===== src/rtl/taylor_pkg.sv =====
// Shared types and constants for the Taylor-series exp/cosh sequencer.
// The FSM encoding and operand-select codes live here so the datapath can agree on them.
package taylor_pkg;

    typedef enum logic [3:0] {
        ST_IDLE,
        ST_INIT,
        ST_LOAD,
        ST_MX1_GO,
        ST_MX1_WT,
        ST_MX2_GO,
        ST_MX2_WT,
        ST_MC_GO,
        ST_MC_WT,
        ST_ADD,
        ST_DONE
    } state_t;

    localparam logic MODE_EXP     = 1'b0;
    localparam logic MODE_COSH    = 1'b1;

    localparam logic MUL_SEL_X    = 1'b0;
    localparam logic MUL_SEL_COEF = 1'b1;

endpackage


===== src/rtl/taylor_term_cnt.sv =====
// Term index counter k for the Taylor sequencer.
// Loads 1 on init, steps on inc, and flags when the final term has been reached.
module taylor_term_cnt #(
    parameter int CNT_W = 4
) (
    input  logic             clk,
    input  logic             rst,
    input  logic             init,
    input  logic             inc,
    input  logic [CNT_W-1:0] n,
    output logic [CNT_W-1:0] k,
    output logic             last
);

    // init wins over inc; the FSM never asserts both in the same cycle
    always_ff @(posedge clk or posedge rst) begin
        if (rst) begin
            k <= '0;
        end else if (init) begin
            k <= CNT_W'(1);
        end else if (inc) begin
            k <= k + CNT_W'(1);
        end
    end

    assign last = (k == n);

endmodule


===== src/rtl/taylor_seq_ctrl.sv =====
// Sequencer for the Taylor-series exp/cosh datapath.
// Walks terms 1..n, issuing multiplies via a go/done handshake and accumulating into R.
module taylor_seq_ctrl
    import taylor_pkg::*;
#(
    parameter  int MAX_TERMS = 8,
    localparam int CNT_W     = $clog2(MAX_TERMS + 1)
) (
    input  logic             clk,
    input  logic             rst,
    input  logic             start,
    input  logic             mode,
    input  logic [CNT_W-1:0] n_terms,
    input  logic             mul_done,
    output logic             mul_go,
    output logic             mul_sel,
    output logic             ld_x,
    output logic             init_t,
    output logic             init_r,
    output logic             ld_t,
    output logic             ld_r,
    output logic [CNT_W-1:0] rom_addr,
    output logic             rom_mode,
    output logic             busy,
    output logic             ready,
    output logic             done
);

    localparam logic [CNT_W-1:0] MAX_N = CNT_W'(MAX_TERMS);

    state_t           state;
    state_t           next_state;
    logic             mode_q;
    logic [CNT_W-1:0] n_q;
    logic [CNT_W-1:0] k;
    logic             k_last;
    logic             cnt_init;
    logic             cnt_inc;

    always_ff @(posedge clk or posedge rst) begin
        if (rst) begin
            state <= ST_IDLE;
        end else begin
            state <= next_state;
        end
    end

    // Operation parameters are captured only when a new run is accepted
    always_ff @(posedge clk or posedge rst) begin
        if (rst) begin
            mode_q <= MODE_EXP;
            n_q    <= '0;
        end else if (state == ST_IDLE && start) begin
            mode_q <= mode;
            n_q    <= (n_terms > MAX_N) ? MAX_N : n_terms;
        end
    end

    taylor_term_cnt #(
        .CNT_W (CNT_W)
    ) u_term_cnt (
        .clk  (clk),
        .rst  (rst),
        .init (cnt_init),
        .inc  (cnt_inc),
        .n    (n_q),
        .k    (k),
        .last (k_last)
    );

    // ld_t is the only Mealy output: it follows mul_done in the wait states only
    always_comb begin
        next_state = state;
        mul_go     = 1'b0;
        mul_sel    = MUL_SEL_X;
        ld_x       = 1'b0;
        init_t     = 1'b0;
        init_r     = 1'b0;
        ld_t       = 1'b0;
        ld_r       = 1'b0;
        busy       = 1'b1;
        ready      = 1'b0;
        done       = 1'b0;
        cnt_init   = 1'b0;
        cnt_inc    = 1'b0;

        case (state)
            ST_IDLE: begin
                busy  = 1'b0;
                ready = 1'b1;
                if (start) begin
                    next_state = ST_INIT;
                end
            end
            ST_INIT: begin
                init_t   = 1'b1;
                init_r   = 1'b1;
                cnt_init = 1'b1;
                if (!start) begin
                    next_state = (n_q == '0) ? ST_DONE : ST_LOAD;
                end
            end
            ST_LOAD: begin
                ld_x       = 1'b1;
                next_state = ST_MX1_GO;
            end
            ST_MX1_GO: begin
                mul_go     = 1'b1;
                next_state = ST_MX1_WT;
            end
            ST_MX1_WT: begin
                ld_t = mul_done;
                if (mul_done) begin
                    next_state = (mode_q == MODE_COSH) ? ST_MX2_GO : ST_MC_GO;
                end
            end
            ST_MX2_GO: begin
                mul_go     = 1'b1;
                next_state = ST_MX2_WT;
            end
            ST_MX2_WT: begin
                ld_t = mul_done;
                if (mul_done) begin
                    next_state = ST_MC_GO;
                end
            end
            ST_MC_GO: begin
                mul_go     = 1'b1;
                mul_sel    = MUL_SEL_COEF;
                next_state = ST_MC_WT;
            end
            ST_MC_WT: begin
                mul_sel = MUL_SEL_COEF;
                ld_t    = mul_done;
                if (mul_done) begin
                    next_state = ST_ADD;
                end
            end
            ST_ADD: begin
                ld_r = 1'b1;
                if (k_last) begin
                    next_state = ST_DONE;
                end else begin
                    cnt_inc    = 1'b1;
                    next_state = ST_MX1_GO;
                end
            end
            ST_DONE: begin
                busy       = 1'b0;
                done       = 1'b1;
                next_state = ST_IDLE;
            end
            default: begin
                busy       = 1'b0;
                next_state = ST_IDLE;
            end
        endcase
    end

    assign rom_addr = k;
    assign rom_mode = mode_q;

endmodule


===== config.mk =====
export PLATFORM = sky130hd
export DESIGN_NAME = taylor_seq_ctrl
export DESIGN_NICKNAME = d
export VERILOG_FILES = /design/src/rtl/taylor_pkg.sv /design/src/rtl/taylor_term_cnt.sv /design/src/rtl/taylor_seq_ctrl.sv
export SDC_FILE = /design/constraint.sdc
export NUM_CORES = 1
export LEC_CHECK = 0
export CORE_AREA = 2 2 50 52
export DETAILED_ROUTE_END_ITERATION = 7
export DIE_AREA = 0 0 52 54
export PLACE_DENSITY_LB_ADDON = 0.3
export SLEW_MARGIN = 20
export SYNTH_ARGS = -nofsm -noshare
export SYNTH_HDL_FRONTEND = slang
export SYNTH_SLANG_ARGS = --single-unit

===== constraint.sdc =====
create_clock -name clk -period 1.5 [get_ports clk]
set_input_delay 0.3 -clock clk [delete_from_list [all_inputs] [get_ports clk]]
set_output_delay 0.3 -clock clk [all_outputs]
set_load 0.02 [all_outputs]

### Word level (Yosys, flattened, before mapping)

Cells that the tools add are included.

* bits in registers: 13
* input bits: 9

* $add $sub $neg: 1
* $lt $le $gt $ge: 1
* eq/ne operators: 16
* muxes and demuxes: 23
* reduce and logical (&&, ||, !) cells: 9

Operators with widths (count)
* 4-bit 2-to-1 mux: 10
* 4-bit one-hot mux with 10 select lines: 1
* 4-bit by 3-bit == test with 1-bit output (second input constant): 4
* 4-bit == test (second input constant): 3
* 1-bit 2-to-1 mux: 11
* 2-bit inequality test (second input constant): 5
* 9-bit OR reduction: 1
* 4-bit by 2-bit == test with 1-bit output (second input constant): 2
* 4-bit logical NOT: 2
* 3-bit OR reduction: 2
* 5-bit AND reduction: 1
* 4-bit by 1-bit adder with 4-bit output (second input constant): 1
* 4-bit by 1-bit == test with 1-bit output (second input constant): 1
* 4-bit == test: 1
* 4-bit greater-than comparator (second input constant): 1
* 2-bit 2-to-1 mux: 1
* 2-bit nonzero test: 1
* 2-bit OR reduction: 1
* 1-bit logical AND: 1

### Depth between registers and ports, before layout

Gate-level depths: netlist of run 1.

* word-level depth: 5
* gate-level depth with buffers: 6

### Hierarchy

A second synthesis of run 1 with hierarchy kept.

* cells, all modules: 90
* area, all modules: 864.6 µm²

Modules (own cells, without submodules)
* taylor_seq_ctrl: instances 1, cells an instance 68, area each 624.3 µm², sequential area each 225.2 µm²
* taylor_term_cnt: instances 1, cells an instance 22, area each 240.2 µm², sequential area each 100.1 µm²

### Worst setup path before layout of run 1

OpenSTA, ideal clock, no wires.

* path kind: flip-flop to output port
* start point: reg state[3]
* end point: out ld_t
* arrival time: 1407 ps
* setup slack: -207 ps
* cell stages (with the launch flop): 5
* buffers on the path: 1
* cells stage by stage: dfrtp_1 buf_6 nand2_1 mux2_2 nor3b_1

* word-level cells in the longest chain between the ends: 3
* elaborated cells between the ends (all ways): 5
* those cells by class: 3 x eq/ne; 1 x mux; 1 x reduce/logical

RTL lines
* from (decl): RTL line taylor_seq_ctrl.sv:31 `state_t state;`
* from (signal assigned): RTL line taylor_seq_ctrl.sv:44 `state <= next_state;`
* 4-bit == test or 4-bit by 3-bit == test with 1-bit output (tied branches): RTL line taylor_seq_ctrl.sv:87 `case (state)`
* 3-bit OR reduction (no source line) (*)
* 1-bit 2-to-1 mux (*): RTL line taylor_seq_ctrl.sv:87
* to (decl): RTL line taylor_seq_ctrl.sv:20 `output logic ld_t,`

Mark *: on every way between the ends. The rest lies on a longest branch, timed or not.

### Final worst setup path of run 1

* start point: reg state[2]
* end point: out ld_t

The elaborated chain is that of the path after synthesis.

==> flow_metrics.py, run 1 <==
metrics = {
    "cells_and_area": {
        "drive_gt1_frac": 0.510,
        "fin_util": 0.636,
        "final_area_um2": 1480,
        "syn_to_final_growth_pct": 70.1,
        "final_net_count": 154,
        "num_antenna_cells": 0,
        "fillers": 202,
    },
    "setup_path": {
        "crit_slowest_cell": "dfrtp_1",
        "crit_chain": "buf_6 > mux2_4 > nor3b_2 > buf_4",
        "critPathTopFamily": "flip-flops",
        "worst-path-stages": 4,
        "worst-path-buf-inv": 2,
        "cp_max_fo": 4,
        "r2r_cells": 6,
        "start_kind": "flip-flop",
        "critical-path-max-stage-delay_ns": 0.43,
        "crit_required_ns": 1.20,
        "end_kind": "primary output",
        "worstSetupPathType": "flip-flop to primary output",
        "cp.arrival_ns": 1.43,
    },
    "clocking": {
        "cts.sink_count": 13,
        "htreeDepth": 1,
        "cts_buffer_depth": 2,
        "clockRootBuffer": "clkbuf_4",
        "clk_pin_slew_worst_paths_ns": 0.08,
        "cts_buffers": 3,
        "cts_tree": "built",
        "clock_insertion_delay_worst_skew_ns": 0.28,
    },
    "flow_run": {
        "drv_cap": 0,
    },
    "logic_synthesis": {
        "synth_edf_count": 0,
        "synth_xor_area_frac": 0.0606,
        "synth_mux_area_frac": 0.0620,
        "syn_area_um2": 867,
        "yosys.cell_types.count": 33,
        "syn_nets": 100,
        "yosysSeqAreaShare": 0.375,
        "synthTopCellsByArea": "dfrtp_1 38%, nand2_1 6.5%, xnor2_1 5.1%, buf_6 3.9%, mux2_2 3.9%",
        "synth_compound_area_frac": 0.140,
        "synth_adder_area_share": 0.0144,
        "synth_top_family_by_area": "simple AND/OR/NAND/NOR gates",
        "yosysWarnings": 0,
        "syn_inst": 90,
        "ys_ff_latch": 13,
        "synth-simple-area-share": 0.264,
        "synth-async-reset-ratio": 1.00,
        "yosysTopAreaCellShare": 0.375,
        "avgSynthCellArea_um2": 9.63,
        "synth-main-ff-cell": "dfrtp_1",
        "yosysTopAreaCell": "dfrtp_1",
    },
    "drt": {
        "dr.pass1.iters": 4,
        "vias": 857,
        "routed_wl_um": 2230,
        "via_per_inst": 4.95,
        "drcViolationCount": 0,
        "drt_first_iter_violations": 3,
        "ant_nets": 0,
        "wl_per_cell_um": 12.9,
    },
    "global_routing": {
        "track_usage": 0.172,
        "grt_pass1_vias": 822,
        "antenna_found_initial": 0,
        "overflow": 0,
        "grt_pass1_wl_um": 3540,
        "grt_max_degree": 14,
    },
    "sta": {
        "fin_ws_ns": -0.232,
        "skew_ns": 0.00463,
        "max_freq_mhz": 577,
        "period_share": 1.15,
        "relSlewSlack": 0.660,
        "fin_crit_ns": 1.73,
        "hold_violations": 0,
        "setup_viol": 17,
        "grt_setup_unrepaired": "yes",
        "slew_violations": 0,
        "tightest_slew_ns": 0.510,
    },
    "status": {
        "violations": "negative setup slack",
        "status": "complete, but fails checks",
    },
    "power_and_ir_drop": {
        "irDropWorstVdd_mv": 1.50,
        "intPower_uw": 1880,
        "power_frac_comb": 0.726,
        "switchingPower_uw": 1470,
        "clockPowerShare": 0.065,
        "p_leak_uw": 0.000668,
        "powerDensity_nw_per_um2": 2260,
        "pwr-share-seq": 0.209,
        "swShare": 0.439,
    },
    "floorplan": {
        "die_w_um": 52,
        "io_pins": 24,
        "die_area_um2": 2810,
        "coreArea_um2": 2320,
        "fp-row-count": 18,
        "die_y_um": 54,
        "initial_utilization": 0.374,
    },
    "placement": {
        "place_hpwl_um": 1570,
        "portBuffers": 23,
        "gp_congestion": 0.775,
        "placed_cell_area_um2": 1260,
    },
    "hold_path": {
        "hp-class": "primary input to async pin",
    },
}
-- cell type report --
type	instances	area (µm²)	area share
sequential	13	328	0.222
clock buffer	4	26.3	0.0178
inverter	5	18.8	0.0127
timing repair buffer	55	497	0.337
tap	30	37.5	0.0254
multi-input combinational	66	568	0.385
-- worst paths after layout --
path | startpoint | endpoint | slack, ns
min reg2reg | u_term_cnt.k[3] | u_term_cnt.k[3] | 0.52
min | rst | n_q[2] | 0.34
min in group clk | u_term_cnt.k[3] | u_term_cnt.k[3] | 0.52
max | state[2] | ld_t | -0.23
max in group asynchronous | rst | state[3] | 0.78
max reg2reg | state[1] | u_term_cnt.k[3] | -0.08
-- placed cells by master (no fill, tap or decap), drive strengths merged --
cell type and n:
o311a 1, nor2 5, nand3 1, nor3 4, inv 5, xnor2 5
clkbuf 4, nor4 1, o32ai 1, or2 1, nand4bb 1, dfrtp 13
o22ai 1, a21oi 3, mux2 3, xor2 1, nand2 16, mux2i 2
nor4b 1, nor3b 1, dlygate4sd2 5, o21bai 1, o21ai 6, clkdlybuf4s50 8
nor2b 1, nand2b 4, a32oi 1, a41oi 1, buf 42, nand4 2
ha 1, or4 1
-- power by group through the flow --
stage	registers [µW]	logic, µW	clock network, µW
after global routing	716	2610	243
after global placement	707	1850	0
after detailed placement	722	1880	0
final	697	2430	218
after CTS	679	2170	228
after floorplan	671	1150	0
-- per-layer routing --
metal / global-route usage / vias to the layer above / wire length (µm)
met5: 0 / - / 0
met4: 0.0658 / 0 / 19
met3: 0.0417 / 4 / 72
met2: 0.297 / 15 / 1160
met1: 0.207 / 419 / 976
li1: - / 419 / -
-- cells by family after synthesis --
group                      count (synthesis)
muxes                                      5
buffers and inverters                     11
DFF                                       13
adders and majority gates                  1
and+or+nand+nor                           39
xor gates and xnor gates                   6
AOI/OAI and AO/OA                         15
-- synth_stat cells, drive strengths merged, types with 2 or more instances --
cell	instances
nand2	16
dfrtp	13
buf	6
o21ai	6
inv	5
nor2	5
xnor2	5
nand2b	4
nor3	4
a21oi	3
mux2	3
mux2i	2
nand4	2
-- timing repair --
item	CTS	global route
gates resized for setup	85	15
pin swaps	4	8
hold buffers	0	0
setup buffers	5	4
setup endpoints to repair	24	21
-- registers in the layout (all words and copies together) (netlist names) --
signal        count
n_q               4
state             4
u_term_cnt.k      4
rom_mode          1
-- through the flow --
stage	hold WS, ns	worst slack [ns]	power (µW)	TNS (ns)	cells
2_1_floorplan	0.177	-0.0306	1820	-0.138	90
3_3_place_gp	0.507	-0.405	2560	-4.36	160
5_1_grt	0.414	-0.291	3570	-3.12	173
3_5_place_dp	0.519	-0.448	2610	-4.88	160
6_report	0.343	-0.232	3340	-1.59	173
4_1_cts	0.359	-0.234	3080	-1.76	169
(Power assumes the default switching activity.)
==> inputs of run 2 (changes only) <==
--- a/config.mk
+++ b/config.mk
@@ -5,9 +5,9 @@
 export SDC_FILE = /design/constraint.sdc
 export NUM_CORES = 1
 export LEC_CHECK = 0
-export CORE_AREA = 2 2 50 52
+export CORE_AREA = 2 2 54 56
 export DETAILED_ROUTE_END_ITERATION = 7
-export DIE_AREA = 0 0 52 54
+export DIE_AREA = 0 0 56 58
 export PLACE_DENSITY_LB_ADDON = 0.3
 export SLEW_MARGIN = 20
 export SYNTH_ARGS = -nofsm -noshare
==> run 2 against run 1 <==
The flow still finishes with violations (negative setup slack); highest routed layer unchanged; largest power group unchanged; register-to-register slack got worse by 0.02 ns; non-clock buffer count up 3; largest cell class unchanged; maximum frequency shrank 0.83%; worst setup slack worse by 0.014 ns.
==> flow_metrics.py, run 2 (same netlist as run 1, synthesis figures left out) <==
metrics = {
    "drt": {
        "drt_first_iter_violations": 11,
        "ant_nets": 0,
        "drcViolationCount": 0,
        "via_per_inst": 4.85,
        "dr.pass1.iters": 4,
        "routed_wl_um": 2390,
        "vias": 858,
        "wl_per_cell_um": 13.5,
    },
    "power_and_ir_drop": {
        "swShare": 0.444,
        "powerDensity_nw_per_um2": 2280,
        "pwr-share-seq": 0.205,
        "p_leak_uw": 0.000683,
        "clockPowerShare": 0.065,
        "power_frac_comb": 0.730,
        "irDropWorstVdd_mv": 1.25,
        "switchingPower_uw": 1500,
        "intPower_uw": 1880,
    },
    "placement": {
        "placed_cell_area_um2": 1270,
        "gp_congestion": 0.804,
        "place_hpwl_um": 1640,
        "portBuffers": 23,
    },
    "cells_and_area": {
        "final_net_count": 157,
        "regArea_um2": 328,
        "syn_to_final_growth_pct": 70.4,
        "fillers": 240,
        "num_antenna_cells": 0,
        "drive_gt1_frac": 0.493,
        "top_regs": "n_q x4, state x4, u_term_cnt.k x4",
        "final_area_um2": 1480,
        "mostFrequentLayoutCells": "31 x buf_4, 12 x buf_6, 11 x dfrtp_1",
        "multi_input_area_um2": 557,
        "final_common_cell": "buf_4",
    },
    "setup_path": {
        "crit_slowest_cell": "dfrtp_1",
        "crit_required_ns": 1.20,
        "cp.arrival_ns": 1.45,
        "start_kind": "flip-flop",
        "cp_max_fo": 3,
        "crit_chain": "buf_6 > mux2_2 > nor3b_2 > buf_4",
        "end_kind": "primary output",
        "worstSetupPathType": "flip-flop to primary output",
        "critical-path-max-stage-delay_ns": 0.41,
    },
    "sta": {
        "fin_ws_ns": -0.247,
        "tightest_slew_ns": 0.511,
        "hold_violations": 0,
        "setup_viol": 17,
        "max_freq_mhz": 572,
        "skew_ns": 0.00711,
        "relSlewSlack": 0.659,
        "period_share": 1.16,
        "fin_crit_ns": 1.75,
        "grt_setup_unrepaired": "yes",
        "finalSetupTns_ns": -1.72,
        "slew_violations": 0,
    },
    "floorplan": {
        "initial_utilization": 0.326,
        "coreArea_um2": 2660,
        "die_area_um2": 3250,
        "fp-row-count": 19,
        "io_pins": 24,
        "die_w_um": 56,
        "die_y_um": 58,
    },
    "flow_run": {
        "drv_cap": 0,
    },
    "clocking": {
        "clockRootBuffer": "clkbuf_4",
        "cts.sink_count": 13,
        "cts_buffers": 3,
        "clock_insertion_delay_worst_skew_ns": 0.28,
        "clk_pin_slew_worst_paths_ns": 0.08,
        "cts_tree": "built",
        "htreeDepth": 1,
        "cts_buffer_depth": 2,
    },
    "global_routing": {
        "gr-usage-met3": 0.0402,
        "track_usage": 0.143,
        "grt_use_met2": 0.272,
        "gr-usage-met1": 0.157,
        "grt_pass1_wl_um": 3620,
        "grt_max_degree": 14,
        "overflow": 0,
        "grt.busiest_layer": "met2",
        "grt_pass1_vias": 871,
        "antenna_found_initial": 0,
    },
    "status": {
        "status": "complete, but fails checks",
        "violations": "negative setup slack",
    },
    "hold_path": {
        "hp-class": "primary input to async pin",
    },
}
run 2: changes by cell type in the layout (fill, tap and decap cells not counted), sizes merged:
cell | before | now
buf | 42 | 45
run 2: metal layers:
| metal | vias to the layer above | share of wire |
|---|---|---|
| met5 | - | 0 |
| met4 | 0 | 0.0042 |
| met3 | 2 | 0.034 |
| met2 | 16 | 0.57 |
| met1 | 417 | 0.39 |
| li1 | 423 | - |
run 2: final timing paths:
kind                          start              end  slack [ns]  cells after the start
max                        state[2]             ld_t       -0.25                      4
min                             rst           n_q[1]        0.34                      2
max reg2reg                state[2]  u_term_cnt.k[3]       -0.10                      6
min reg2reg                rom_mode         rom_mode        0.54                      1
max in group asynchronous       rst         state[3]        0.78                      2
min in group clk           rom_mode         rom_mode        0.54                      1
run 2: what timing repair did:
action                                  4_1_cts  5_1_grt
setup buffers                                11        1
endpoints found under the setup margin       24       19
gates resized for setup                      77       18
pin swaps                                     6        3
hold buffers                                  0        0
gates cloned                                  0        0
run 2: critical path, delay by kind of cell, from the launching register on:
family,cells,cell delay [ns]
muxes,1,0.33
buffers and inverters,2,0.29
and+or+nand+nor,1,0.15
DFF,1,0.41
run 2: power by group through the flow:
stage / combinational (µW) / clock (µW) / sequential [µW]
6_report: 2460 / 218 / 692
5_1_grt: 2640 / 242 / 709
4_1_cts: 2220 / 222 / 675
3_5_place_dp: 1950 / 0 / 694
3_3_place_gp: 1920 / 0 / 684
2_1_floorplan: 1150 / 0 / 671
run 2: per-stage QoR:
stage	hold slack (ns)	worst slack [ns]	instances	utilization	total power, µW
final	0.343	-0.247	177	0.555	3370
after global routing	0.408	-0.333	177	0.555	3590
after CTS	0.360	-0.223	176	0.526	3110
after floorplan	0.177	-0.0306	90	-	1820
after global placement	0.507	-0.408	162	0.476	2600
after detailed placement	0.528	-0.452	162	0.476	2650
run 2: layout make-up:
cell class                      instances  share of cell area
Multi-Input combinational cell         66               0.377
Tap cell                               31              0.0262
Sequential cell                        13               0.222
Inverter                                5              0.0178
Clock buffer                            4              0.0178
Timing Repair Buffer                   58               0.340
==> inputs of run 3 (changes only) <==
--- a/config.mk
+++ b/config.mk
@@ -12,4 +12,5 @@
 export SLEW_MARGIN = 20
 export SYNTH_ARGS = -nofsm -noshare
 export SYNTH_HDL_FRONTEND = slang
+export SYNTH_HIERARCHICAL = 1
 export SYNTH_SLANG_ARGS = --single-unit
==> constraint.sdc (replaced) <==
create_clock -name clk -period 1.79 [get_ports clk]
set_input_delay 0.358 -clock clk [delete_from_list [all_inputs] [get_ports clk]]
set_output_delay 0.358 -clock clk [all_outputs]
set_load 0.02 [all_outputs]
==> run 3 against run 2 <==
The flow still finishes with violations (negative setup slack); cell count is 1.1% lower; highest routed layer unchanged; hold slack worse by 0.063 ns; sequential power decreased by 21%; largest power group unchanged; synthesized cell count stayed put.
==> flow_metrics.py, run 3 <==
metrics = {
    "status": {
        "status": "complete, but fails checks",
        "violations": "negative setup slack",
    },
    "logic_synthesis": {
        "synth-async-reset-ratio": 1.00,
        "synthTopCellsByCount": "13 x dfrtp_1, 8 x nor2_1, 6 x nand2_1, 6 x o21ai_0, 6 x xor2_1",
        "syn_nets": 100,
        "yosys.cell_types.count": 32,
        "synth_edf_count": 0,
        "yosysWarnings": 6,
        "synthTopCellsByArea": "dfrtp_1 38%, xor2_1 6.1%, mux2_4 5.2%, nand2b_1 3.6%, o21ai_0 3.5%",
        "syn_inst": 90,
        "yosysTopAreaCellShare": 0.376,
        "avgSynthCellArea_um2": 9.61,
        "yosysSeqAreaShare": 0.376,
        "syn_area_um2": 865,
        "yosysTopAreaCell": "dfrtp_1",
        "ys_ff_latch": 13,
        "synth_most_common_cell": "dfrtp_1",
        "synth-main-ff-cell": "dfrtp_1",
    },
    "clocking": {
        "htreeDepth": 1,
        "clk_pin_slew_worst_paths_ns": 0.09,
        "cts_buffer_depth": 2,
        "postCtsHoldBufs": 0,
        "cts_tree": "built",
        "cts_buffers": 3,
        "clockRootBuffer": "clkbuf_4",
        "clock_insertion_delay_worst_skew_ns": 0.29,
        "cts.sink_count": 13,
    },
    "placement": {
        "placed_cell_area_um2": 1310,
        "place_hpwl_um": 1640,
        "gp_congestion": 0.808,
        "portBuffers": 23,
    },
    "global_routing": {
        "grt_pass1_vias": 797,
        "grt_pass1_wl_um": 3480,
        "overflow": 0,
        "track_usage": 0.140,
        "grt_max_degree": 10,
        "antenna_found_initial": 0,
    },
    "setup_path": {
        "cp-startpoint": "state[0]",
        "worstSetupPathType": "flip-flop to primary output",
        "end_kind": "primary output",
        "cp_max_fo": 7,
        "r2r-start": "state[0]",
        "cp.arrival_ns": 1.47,
        "crit_required_ns": 1.43,
        "r2r_cells": 6,
        "r2r_slack_ns": 0.08,
        "start_kind": "flip-flop",
        "r2r_end": "u_term_cnt/k[3]",
    },
    "floorplan": {
        "fp-row-count": 19,
        "initial_utilization": 0.325,
        "die_y_um": 58,
        "coreArea_um2": 2660,
        "die_area_um2": 3250,
        "io_pins": 24,
        "die_w_um": 56,
    },
    "hold_path": {
        "hp-class": "primary input to async pin",
    },
    "sta": {
        "relSlewSlack": 0.769,
        "fin_ws_ns": -0.0378,
        "grt_setup_unrepaired": "yes",
        "period_share": 1.02,
        "fin_crit_ns": 1.83,
        "tightest_slew_ns": 0.344,
        "slew_violations": 0,
        "setup_viol": 3,
        "skew_ns": 0.00245,
        "whs_ns": 0.281,
        "max_freq_mhz": 547,
        "hold_violations": 0,
    },
    "drt": {
        "drcViolationCount": 0,
        "wl_met2_um": 1100,
        "highest_layer": "met4",
        "via_per_inst": 4.86,
        "wl_met1_um": 940,
        "routed_wl_um": 2140,
        "ant_nets": 0,
        "dr.pass1.iters": 4,
        "wl_per_cell_um": 12.2,
        "dr_wl_met3_um": 44,
        "vias": 850,
        "drt_first_iter_violations": 8,
    },
    "cells_and_area": {
        "regArea_um2": 328,
        "final_common_cell": "buf_4",
        "final_area_um2": 1450,
        "syn_to_final_growth_pct": 67.7,
        "num_antenna_cells": 0,
        "top_regs": "n_q x4, state x4, u_term_cnt/k x4",
        "final_net_count": 155,
        "mostFrequentLayoutCells": "32 x buf_4, 12 x clkdlybuf4s50_1, 11 x dfrtp_1",
        "drive_gt1_frac": 0.451,
        "fin_util": 0.545,
        "fillers": 253,
        "multi_input_area_um2": 559,
    },
    "power_and_ir_drop": {
        "powerDensity_nw_per_um2": 1850,
        "p_leak_uw": 0.000679,
        "irDropWorstVdd_mv": 1.05,
    },
    "flow_run": {
        "drv_cap": 0,
    },
}
[run 3: changes by cell type after synthesis, sizes merged, moves of 2 or more]
cell | previous run | this run
xor2 | 1 | 6
a22o | 0 | 3
nand2 | 16 | 7
nor2 | 5 | 8
nor4 | 1 | 3
nor4b | 1 | 3
xnor2 | 5 | 1
[run 3: where the power goes]
group	total (µW)	internal [µW]	switching (µW)
clock network	191	83.1	108
registers	550	414	136
logic	1940	1040	900
[run 3: kinds of logic (layout without fill, tap and decap cells)]
logic type,after synthesis,count (layout),share of synthesized area
AND/OR/NAND/NOR,36,36,0.260
AO/OA/AOI/OAI,17,17,0.130
flip-flops,13,13,0.376
buffers and inverters,11,65,0.0724
XOR/XNOR,7,7,0.0709
multiplexers,5,5,0.0753
adder cells (fa/ha/maj),1,1,0.0145
[run 3: worst max path at each step]
stage / endpoint / slack, ns / cells past startpoint
after global routing: ld_t / -0.09 / 6
after floorplan: init_t / 0.002 / 4
after detailed placement: ld_t / -0.26 / 4
final: busy / -0.04 / 4
after global placement: ld_t / -0.26 / 4
after CTS: ld_t / -0.04 / 6
[run 3: area by class of cell]
class,count,share of cell area
Multi-Input combinational cell,66,0.386
Inverter,5,0.0129
Tap cell,31,0.0267
Sequential cell,13,0.226
Clock inverter,1,0.00345
Timing Repair Buffer,56,0.330
Clock buffer,3,0.0155
[run 3: worst max-delay path: stages, from the launching register on]
cell	delay (ns)
dfrtp_2	0.49
buf_4	0.18
nor4_4	0.27
a21oi_1	0.08
buf_4	0.17
[run 3: timing repair]
item | in CTS | in global routing
resized for setup | 58 | 18
buffers inserted | 3 | 3
pin swaps | 4 | 2
gates cloned | 0 | 0
setup endpoints to repair | 10 | 11
[run 3: per-layer routing]
metal / global-route usage / vias to the layer above
met5: 0 / -
met4: 0.0918 / 0
li1: - / 427
met1: 0.169 / 405
met2: 0.232 / 13
met3: 0.0201 / 5
[run 3: stage by stage]
stage / std cells / setup WS [ns] / total power (µW) / TNS, ns
6_report: 175 / -0.0378 / 2690 / -0.0422
5_1_grt: 175 / -0.0940 / 2860 / -0.385
4_1_cts: 172 / -0.0439 / 2450 / -0.106
3_5_place_dp: 165 / -0.263 / 2180 / -1.65
3_3_place_gp: 165 / -0.257 / 2150 / -1.56
2_1_floorplan: 90 / 0.00156 / 1450 / 0
